$ cat src/rtl/nn_scan_loader.sv
// Weight scan-chain sequencer: streams words into the network chain (LOAD) or
// rotates it for non-destructive readback (READ), holding off inference meanwhile.
module nn_scan_loader #(
    parameter  int DataWidth  = 8,
    parameter  int ChainWords = 45,
    localparam int CntWidth   = $clog2(ChainWords + 1)
) (
    input  logic                 clk_i,
    input  logic                 reset_i,
    input  logic                 start_i,
    input  logic                 mode_i,
    input  logic                 abort_i,
    input  logic                 wr_valid_i,
    input  logic [DataWidth-1:0] wr_data_i,
    output logic                 wr_ready_o,
    output logic                 rd_valid_o,
    output logic [DataWidth-1:0] rd_data_o,
    input  logic                 rd_ready_i,
    output logic                 shift_o,
    output logic [DataWidth-1:0] scan_data_o,
    input  logic [DataWidth-1:0] scan_di,
    output logic                 busy_o,
    output logic                 net_hold_o,
    output logic                 done_o,
    output logic                 aborted_o,
    output logic [CntWidth-1:0]  beat_cnt_o
);

    typedef enum logic [1:0] {
        ST_IDLE = 2'd0,
        ST_LOAD = 2'd1,
        ST_READ = 2'd2
    } state_t;

    localparam logic [CntWidth-1:0] LastBeat = CntWidth'(ChainWords - 1);

    state_t              state_q, state_d;
    logic [CntWidth-1:0] cnt_q, cnt_d;
    logic                done_q, done_d;
    logic                aborted_q, aborted_d;
    logic                beat_req;

    always_ff @(posedge clk_i or posedge reset_i) begin
        if (reset_i) begin
            state_q   <= ST_IDLE;
            cnt_q     <= '0;
            done_q    <= 1'b0;
            aborted_q <= 1'b0;
        end else begin
            state_q   <= state_d;
            cnt_q     <= cnt_d;
            done_q    <= done_d;
            aborted_q <= aborted_d;
        end
    end

    always_comb begin
        state_d     = state_q;
        cnt_d       = cnt_q;
        done_d      = 1'b0;
        aborted_d   = 1'b0;
        beat_req    = 1'b0;
        shift_o     = 1'b0;
        wr_ready_o  = 1'b0;
        rd_valid_o  = 1'b0;
        rd_data_o   = '0;
        scan_data_o = '0;

        case (state_q)
            ST_LOAD: begin
                wr_ready_o  = 1'b1;
                scan_data_o = wr_data_i;
                beat_req    = wr_valid_i;
            end
            ST_READ: begin
                // Tail feeds straight back into the head so the chain rotates.
                rd_valid_o  = 1'b1;
                rd_data_o   = scan_di;
                scan_data_o = scan_di;
                beat_req    = rd_ready_i;
            end
            default: begin
                if (start_i && !abort_i) begin
                    state_d = mode_i ? ST_READ : ST_LOAD;
                    cnt_d   = '0;
                end
            end
        endcase

        if (state_q != ST_IDLE) begin
            // Abort beats a coincident final beat: the chain must not move.
            if (abort_i) begin
                state_d   = ST_IDLE;
                cnt_d     = '0;
                aborted_d = 1'b1;
            end else if (beat_req) begin
                shift_o = 1'b1;
                if (cnt_q == LastBeat) begin
                    cnt_d   = '0;
                    state_d = ST_IDLE;
                    done_d  = 1'b1;
                end else begin
                    cnt_d = cnt_q + 1'b1;
                end
            end
        end
    end

    assign busy_o     = (state_q != ST_IDLE);
    assign net_hold_o = busy_o;
    assign done_o     = done_q;
    assign aborted_o  = aborted_q;
    assign beat_cnt_o = cnt_q;

endmodule

$ cat config.mk
export PLATFORM = sky130hd
export DESIGN_NAME = nn_scan_loader
export DESIGN_NICKNAME = d
export VERILOG_FILES = /design/src/rtl/nn_scan_loader.sv
export SDC_FILE = /design/constraint.sdc
export NUM_CORES = 1
export LEC_CHECK = 0
export ABC_AREA = 1
export BUFFER_PORTS_ARGS = -buffer_cell sky130_fd_sc_hd__buf_2
export CAP_MARGIN = 20
export CORE_MARGIN = 2
export CORE_UTILIZATION = 38
export DETAILED_ROUTE_END_ITERATION = 10
export MAX_ROUTING_LAYER = met4
export PLACE_DENSITY = 0.77
export SLEW_MARGIN = 40
export SYNTH_ARGS = -nofsm -noshare
export SYNTH_HDL_FRONTEND = slang
export SYNTH_SLANG_ARGS = --single-unit
$ cat constraint.sdc
create_clock -name clk_i -period 3.3 [get_ports clk_i]
set_input_delay 0.165 -clock clk_i [delete_from_list [all_inputs] [get_ports clk_i]]
set_output_delay 0.165 -clock clk_i [all_outputs]
set_load 0.005 [all_outputs]
==> results of run 1 <==
-- layout by cell type (no fill, tap or decap), drive strengths merged --
| cell type | Yosys | layout |
|---|---|---|
| a21o | 1 | 1 |
| dlygate4sd3 | 0 | 1 |
| ha | 5 | 5 |
| nor2 | 13 | 13 |
| nand3 | 9 | 9 |
| inv | 22 | 22 |
| dfrtp | 10 | 10 |
| or2 | 1 | 1 |
| clkbuf | 0 | 3 |
| nand2 | 41 | 41 |
| a21oi | 15 | 15 |
| o21ai | 4 | 4 |
| buf | 4 | 51 |
-- cell usage after synthesis (all sizes together) --
cell | count | area share (%)
nand2 | 41 | 21
inv | 22 | 10
a21oi | 15 | 9.3
nor2 | 13 | 6.6
dfrtp | 10 | 29
nand3 | 9 | 7.9
ha | 5 | 7.3
buf | 4 | 4.8
o21ai | 4 | 2.3
a21o | 1 | 0.88
or2 | 1 | 0.73
-- flip-flops by register name, indices dropped and copies added, names as in the netlist --
signal,count
beat_cnt_o,6
state_q,2
aborted_o,1
done_o,1
-- power by group through the flow --
stage	Clock, mW	Sequential, mW	Combinational (mW)
after floorplan	0	0.169	0.285
after global placement	0	0.168	0.388
after detailed placement	0	0.170	0.397
after CTS	0.0858	0.169	0.399
after global routing	0.0893	0.173	0.448
final	0.0842	0.168	0.396
-- metrics by stage --
stage                     total power [mW]  instance area [um2]  util (%)  std cells  hold WS, ns
final                                0.648                 1130      52.2        204       0.0843
after global routing                 0.710                 1130      52.2        204       0.0923
after CTS                            0.653                 1130      52.2        204       0.0812
after detailed placement             0.567                 1100      50.7        200        0.178
after global placement               0.556                 1100      50.7        200        0.168
after floorplan                      0.453                  852         -        125      0.00518
-- worst register-to-register path: stages, from the launching register on --
cell and delay, ns:
dfrtp_1 0.38, inv_1 0.09, ha_1 0.39, nand2_4 0.08
nand2_2 0.08, nand2_2 0.16, o21ai_0 0.20, nand2_1 0.06
nor2_1 0.09
-- repair_timing --
item / CTS / global route
endpoints found under the setup margin: 0 / 0
hold buffers: 1 / 0
gates resized for setup: 0 / 0
endpoints found under the hold margin: 10 / 0
-- layer usage --
metal | global-route usage (%) | part of all wire (%)
met5 | - | 0
met4 | 7.89 | 1.9
met3 | 2.92 | 10
met2 | 29.9 | 45
met1 | 19.9 | 43
-- cell families after synthesis --
family / Yosys count
buffers and inverters: 26
DFF: 10
and+or+nand+nor: 64
AOI/OAI and AO/OA: 20
adders and majority gates: 5
-- final cells by class --
class / count / area, um2 / area share (%)
flip-flops and latches: 10 / 250 / 22.1
inverters: 22 / 85.1 / 7.51
clock buffers: 3 / 22.5 / 1.99
well taps: 28 / 35.0 / 3.09
multi-input cells: 89 / 475 / 41.9
repair buffers: 52 / 265 / 23.4
-- worst min path at each step --
stage	startpoint	end	slack (ns)	cells past startpoint
floorplan	reset_i	aborted_o	0.005	1
global placement	reset_i	beat_cnt_o[1]	0.17	2
detailed placement	reset_i	beat_cnt_o[1]	0.18	2
CTS	abort_i	done_o	0.08	2
global route	abort_i	done_o	0.09	2
finish	abort_i	done_o	0.08	2
==> impl_metrics.tcl, run 1 <==
set metrics [dict create \
    status "complete, no violations" \
    crit_top_cell "nand2_2" \
    finalSetupViolCount 0 \
    required_ns 3.13 \
    ys_types 20 \
    clk_pin_slew_ns 0.06 \
    synthAdderAreaFrac_pct 7.34 \
    clockRootBuffer "clkbuf_4" \
    p_sw_uw 304 \
    wl_per_cell_um 10.8 \
    cts_tree "done" \
    portBuffers 51 \
    start_util_pct 39.3 \
    finClkSkew_ns 0.00142 \
    grtUsageTotal_pct 17.4 \
    fp-row-count 17 \
    cts_buffers 3 \
    crit_family "simple AND/OR/NAND/NOR gates" \
    syn_avg_cell_area_um2 6.82 \
    drtIter0Drc 16 \
    synth_mux_area_share_pct 0 \
    io_pins 52 \
    min_period_ns 1.86 \
    ir_worst_vdd_v 0.000410 \
    synth_compound_area_share_pct 12.5 \
    synth_xor_area_share_pct 0 \
    max_cap_violations 0 \
    p_int_uw 344 \
    pre_cts_ws_ns 1.72 \
    power_frac_clock_pct 13.0 \
    vias 938 \
    hold_viol_final 0 \
    synthToLayoutAreaGrowth_pct 33.0 \
    setup_ws_ns 1.44 \
    wl_mm 2.19 \
    crit_buf_inv 2 \
    die_area_mm2 0.00264 \
    cp-startpoint "state_q[1]" \
    slew_viol_final 0 \
    cp-endpoint "shift_o" \
    cp-start-kind "flip-flop" \
    die_y_um 51.4 \
    diodes 0 \
    crit_chain "inv_1, ha_1, nand2_4, nand2_2, nand2_2, nor2_1, buf_2" \
    cp_max_fo 12 \
    yosys.area_share.simple_pct 36.0 \
    crit_cells 7 \
    fin_nets 206 \
    grt_antenna_before_repair 0 \
    via_per_inst 4.60 \
    grt_max_degree 13 \
    grt_pass1_vias 808 \
    synth_top_family_by_area "simple AND/OR/NAND/NOR gates" \
    h-tree-depth 1 \
    r2r_start "state_q[1]" \
    rr_endpoint "beat_cnt_o[2]" \
    max_stage_delay_ns 0.39 \
    synth_area_um2 852 \
    netlist_instances 125 \
    grt_pass1_wl_mm 3.35 \
    slew_headroom_pct 73.0 \
    core_mm2 0.00217 \
    place_congestion 0.875 \
    dp_hpwl_mm 1.74 \
    first_pass_iters 4 \
    final.setup.tns_ns 0 \
    crit_path_end_kind "output port" \
    p_leak_nw 0.710 \
    p_comb_share_pct 61.0 \
    synth_seq_cells 10 \
    overflow 0 \
    hp-class "primary input to flip-flop" \
    syn-num-nets 153 \
    ant_nets 0 \
    fin_crit_sh_pct 56.2 \
    cts.sinks 10 \
    reg2reg_slack_ns 1.71 \
    timing.fmax_mhz 539 \
    p_sw_share_pct 47.0 \
    cts_setup_buffers 0 \
    cp_slowest_cell "ha_1" \
    clock_latency_ns 0.27 \
    criticalPathCategory "flip-flop to output port" \
    max_slew.worst_pin.slew_ns 0.405 \
    die_width_um 51.4 \
    ys_seq_area_share_pct 29.4 \
    drc 0 \
    worst_r2r_path_depth 8 \
    nFillCells 232 \
    rsz0062_at_grt "false" \
    clock_path_buffers 2 \
    drive_gt1_share_pct 36.9 \
    power_density_mw_per_mm2 572 \
    crit_arrival_ns 1.69 \
    pwr-share-seq_pct 26.0 \
    yosys_warnings 0 \
]
No activity file was read; power rests on OpenSTA's default activity.
==> inputs of run 2 (changes only) <==
Clock period 3.3 ns to 1.8 ns, I/O delays scaled along.
==> run 2 against run 1 <==
Effect of this change:
- the run now ends with hold timing left
- sequential cell count stayed put
- die area unchanged
- wire length up 3.7%
- count of clock-buffer cells in the layout increased by 1
- critical path depth fell by 1
- core utilization increased by 2.1 points
- highest routed layer unchanged
==> impl_metrics.tcl, run 2 (synthesized netlist as in run 1, its figures left out) <==
set metrics [dict create \
    ant_nets 0 \
    fin_crit_sh_pct 92.2 \
    final.setup.tns_ns 0 \
    finClkSkew_ns 0.00306 \
    place_congestion 0.875 \
    status "complete, but fails checks" \
    synthToLayoutAreaGrowth_pct 38.5 \
    ir_worst_vdd_v 0.000839 \
    cts.sinks 10 \
    grt_max_degree 13 \
    crit_path_end_kind "output port" \
    clk_pin_slew_ns 0.07 \
    via_per_inst 4.90 \
    slew_viol_final 0 \
    max_cap_violations 0 \
    violations "hold timing" \
    die_area_mm2 0.00264 \
    layout_commonest_cell "buf_2" \
    first_pass_iters 4 \
    portBuffers 51 \
    hold_viol_final 1 \
    nFillCells 233 \
    hp-class "primary input to flip-flop" \
    cp-start-kind "flip-flop" \
    die_width_um 51.4 \
    fp-row-count 17 \
    p_leak_nw 0.740 \
    place_area_mm2 0.00112 \
    max_slew.worst_pin.slew_ns 0.389 \
    overflow 0 \
    finalSetupViolCount 0 \
    cts_buffers 3 \
    fin_nets 208 \
    clock_path_buffers 2 \
    power.total_mw 1.33 \
    min_period_ns 1.66 \
    grt_antenna_before_repair 0 \
    crit_arrival_ns 1.57 \
    drive_gt1_share_pct 38.5 \
    r2r_start "state_q[0]" \
    dp_hpwl_mm 1.79 \
    largest_reg_flops 6 \
    criticalPathCategory "flip-flop to output port" \
    io_pins 52 \
    wl_per_cell_um 11.0 \
    grt_pass1_wl_mm 3.59 \
    hold-worst-slack_ns -0.00175 \
    core_mm2 0.00217 \
    drtIter0Drc 12 \
    cts_tree "done" \
    clockRootBuffer "clkbuf_4" \
    fin_area_mm2 0.00118 \
    grtUsageTotal_pct 18.6 \
    cp-startpoint "state_q[1]" \
    wl_mm 2.28 \
    power_density_mw_per_mm2 1130 \
    drc 0 \
    clock_latency_ns 0.28 \
    slew_headroom_pct 74.0 \
    h-tree-depth 1 \
    grt_pass1_vias 887 \
    layout_common_cells "buf_2 (51), nand2_1 (36), inv_1 (21)" \
    start_util_pct 39.3 \
    die_y_um 51.4 \
    cp_max_fo 9 \
    required_ns 1.71 \
    timing.fmax_mhz 602 \
    postLayoutCoreUtil_pct 54.4 \
    rsz0062_at_grt "false" \
    diodes 0 \
    vias 1014 \
    hp-start "abort_i" \
]
[run 2: final cells by class]
class	instances	area, um2	share of cell area (%)
repair buffers	54	280	23.8
multi-input cells	89	493	41.8
clock buffers	4	36.3	3.08
flip-flops and latches	10	250	21.2
inverters	22	85.1	7.21
well taps	28	35.0	2.97
[run 2: final timing paths]
check | to | slack [ns] | cells past startpoint
worst min-delay path | done_o | -0.002 | 2
worst min register to register | state_q[0] | 0.57 | 2
min in group asynchronous | beat_cnt_o[1] | 0.33 | 3
worst max register to register | state_q[1] | 0.33 | 7
max in group asynchronous | beat_cnt_o[2] | 1.20 | 3
worst max-delay path | scan_data_o[7] | 0.14 | 6
[run 2: critical path, cell delays in order (launching register included)]
cell and delay (ns):
dfrtp_1 0.39, inv_1 0.13, ha_1 0.24, buf_4 0.18
nand2_1 0.07, a21oi_1 0.16, buf_2 0.13
[run 2: layer usage]
layer	vias up	GRT usage, %	wire length [um]
li1	492	-	-
met1	455	19.7	910
met2	62	34.0	1090
met3	5	2.34	236
met4	0	9.21	44
met5	-	-	0
[run 2: through the flow]
stage	instances	hold WS, ns	setup WS, ns
after global placement	202	0.0870	0.340
after detailed placement	202	0.0985	0.251
final	207	-0.00175	0.140
after CTS	207	0.00145	0.0467
after floorplan	125	-0.0698	0.397
after global routing	207	0.0151	0.0409
[run 2: repair_timing]
| action | CTS | global route |
|---|---|---|
| endpoints found under the setup margin | 0 | 1 |
| hold buffers | 1 | 0 |
| endpoints found under the hold margin | 10 | 0 |
| resized for setup | 0 | 2 |
| buffers inserted | 0 | 0 |
[run 2: power breakdown]
part	internal (mW)	switching, mW	leakage [nW]
Combinational	0.337	0.473	0.582
Sequential	0.269	0.0427	0.136
Clock	0.123	0.0867	0.0210
Total	0.729	0.602	0.740
==> inputs of run 3 (changes only) <==
Settings changed: ABC_AREA 1 to 0, PLACE_DENSITY 0.77 to 0.79.
==> run 3 against run 2 <==
Effect of this change:
- the run now ends clean
- sequential share of layout area increased by 0.53 points
- synthesized area decreased by 8.2%
- clock skew fell by 0.0018 ns
- first-iteration DRC count up 8.3%
- combinational power barely moved
- sequential cell count unchanged
- global-route usage rose by 0.76 points
- sequential power decreased by 5%
- critical path depth unchanged
- critical endpoint is now shift_o
- largest power group unchanged
==> impl_metrics.tcl, run 3 <==
set metrics [dict create \
    p_int_uw 803 \
    netlist_instances 92 \
    ys_top_cells_by_count "a21oi_1 (12), dfrtp_1 (10), and2_1 (8), nor2b_1 (8), inv_1 (7)" \
    cts_tree "done" \
    synth_xor_area_share_pct 0 \
    finClkSkew_ns 0.00130 \
    yosys.area_share.simple_pct 30.2 \
    max_stage_delay_ns 0.37 \
    largest_reg_flops 6 \
    die_width_um 49.4 \
    crit_path_end_kind "output port" \
    grt_antenna_before_repair 0 \
    p_leak_nw 0.649 \
    die_area_mm2 0.00244 \
    syn_avg_cell_area_um2 8.50 \
    dp_hpwl_mm 1.78 \
    cts.sinks 10 \
    clock_latency_ns 0.27 \
    grtUsageTotal_pct 19.4 \
    synth_most_common_cell "a21oi_1" \
    fp-row-count 16 \
    cts_buffers 3 \
    syn-num-nets 120 \
    layout_commonest_cell "buf_2" \
    synth_top_family_by_area "simple AND/OR/NAND/NOR gates" \
    synth_area_um2 782 \
    timing.fmax_mhz 587 \
    drtIter0Drc 13 \
    r2r_start "state_q[0]" \
    cp-start-kind "flip-flop" \
    finalSetupViolCount 0 \
    drive_gt1_share_pct 47.3 \
    hp-start "abort_i" \
    crit_chain "inv_1, ha_4, and2b_2, nand2_2, nor2_1, buf_2" \
    power_frac_clock_pct 15.6 \
    status "complete, no violations" \
    pwr-share-seq_pct 22.7 \
    crit_buf_inv 2 \
    criticalPathCategory "flip-flop to output port" \
    layout_common_cells "buf_2 (51), a21oi_1 (12), dfrtp_1 (10)" \
    grt_pass1_wl_mm 3.62 \
    hold-worst-slack_ns 0.0558 \
    via_per_inst 5.05 \
    io_pins 52 \
    start_util_pct 40.3 \
    required_ns 1.71 \
    h-tree-depth 1 \
    ir_worst_vdd_v 0.000554 \
    p_sw_uw 507 \
    postLayoutCoreUtil_pct 59.3 \
    clockRootBuffer "clkbuf_4" \
    pre_cts_ws_ns 0.0433 \
    ant_nets 0 \
    grt_pass1_vias 852 \
    crit_arrival_ns 1.61 \
    met3_length_um 211 \
    hold_viol_final 0 \
    clk_pin_slew_ns 0.07 \
    postSynth.asyncResetShare_pct 100 \
    p_sw_share_pct 38.7 \
    clock_path_buffers 2 \
    overflow 0 \
    diodes 0 \
    portBuffers 51 \
    synth_edf_count 0 \
    max_slew.worst_pin.slew_ns 0.393 \
    cp_slowest_cell "dfrtp_1" \
    grt_max_degree 11 \
    max_cap_violations 0 \
    synthFlopType "dfrtp_1" \
    synth.top_cell.area_share_pct 32.0 \
    setup_ws_ns 0.0973 \
    slew_headroom_pct 73.8 \
    place_congestion 0.955 \
    power_density_mw_per_mm2 1140 \
    synth_mux_area_share_pct 4.64 \
    core_mm2 0.00194 \
    cp-startpoint "state_q[0]" \
    fin_nets 179 \
    routed.top_layer "met4" \
    met1_length_um 948 \
    synth_seq_cells 10 \
    first_pass_iters 4 \
    crit_family "simple AND/OR/NAND/NOR gates" \
    ys_seq_area_share_pct 32.0 \
    die_y_um 49.4 \
    ys_types 31 \
    yosys.area.top_type "dfrtp_1" \
    final.setup.tns_ns 0 \
    synthAdderAreaFrac_pct 8.00 \
    min_period_ns 1.70 \
    wl_per_cell_um 12.8 \
    slew_viol_final 0 \
    yosys-top-cells-area "dfrtp_1 (32%), ha_1 (8.0%), a21oi_1 (7.7%), and2_1 (6.4%), nor2b_1 (6.4%)" \
    hp-class "primary input to flip-flop" \
    wl_mm 2.27 \
    fin_crit_sh_pct 94.6 \
    drc 0 \
    p_comb_share_pct 61.7 \
    cp_max_fo 8 \
    synthToLayoutAreaGrowth_pct 47.2 \
    vias 893 \
    yosys_warnings 0 \
    synth_compound_area_share_pct 18.9 \
    wl_met2_mm 1.08 \
]
-- run 3: metrics by stage --
step	total power, mW	area [um2]	std cells
floorplan	0.777	782	92
global placement	1.02	1080	171
detailed placement	1.04	1080	171
CTS	1.26	1130	176
global route	1.42	1150	177
finish	1.31	1150	177
-- run 3: cell type report --
type	count	area (um2)
fill	181	791
sequential	10	250
inverter	7	26.3
clock buffer	4	36.3
timing repair buffer	57	303
multi-input combinational	72	502
tap	27	33.8
-- run 3: final timing paths --
kind | slack, ns | cells after the start | to
min reg2reg | 0.55 | 2 | state_q[1]
max reg2reg | 0.13 | 7 | beat_cnt_o[3]
max in group asynchronous | 1.19 | 3 | done_o
min in group asynchronous | 0.34 | 3 | beat_cnt_o[4]
min | 0.06 | 2 | done_o
max | 0.1 | 6 | shift_o
-- run 3: cells by family (layout without fill, tap and decap cells) --
family / after synthesis / after routing
compound gates: 22 / 22
fa+ha+maj: 5 / 5
buf+inv: 10 / 68
flops: 10 / 10
mux: 3 / 3
simple gates: 42 / 42
-- run 3: power groups by stage --
stage | Sequential (mW) | Clock [mW] | Combinational [mW]
finish | 0.297 | 0.205 | 0.808
global route | 0.303 | 0.218 | 0.902
CTS | 0.298 | 0.208 | 0.756
detailed placement | 0.301 | 0 | 0.744
global placement | 0.298 | 0 | 0.723
floorplan | 0.297 | 0 | 0.480
-- run 3: metal layers --
metal	track usage [%]	vias to the layer above
li1	-	435
met1	19.9	405
met2	35.1	47
met3	4.60	6
met4	7.62	0
met5	-	-
-- run 3: worst reg2reg max path, stage by stage (launching register included) --
cell and delay [ns]:
dfrtp_1 0.40, inv_1 0.13, ha_4 0.15, nand2b_2 0.16
inv_1 0.12, or3_1 0.36, a21oi_1 0.18, a41o_2 0.12
-- run 3: repair_timing --
action | 4_1_cts | 5_1_grt
buffers inserted | 0 | 1
endpoints found under the setup margin | 1 | 6
hold buffers | 1 | 0
resized for setup | 2 | 3
endpoints found under the hold margin | 10 | 0
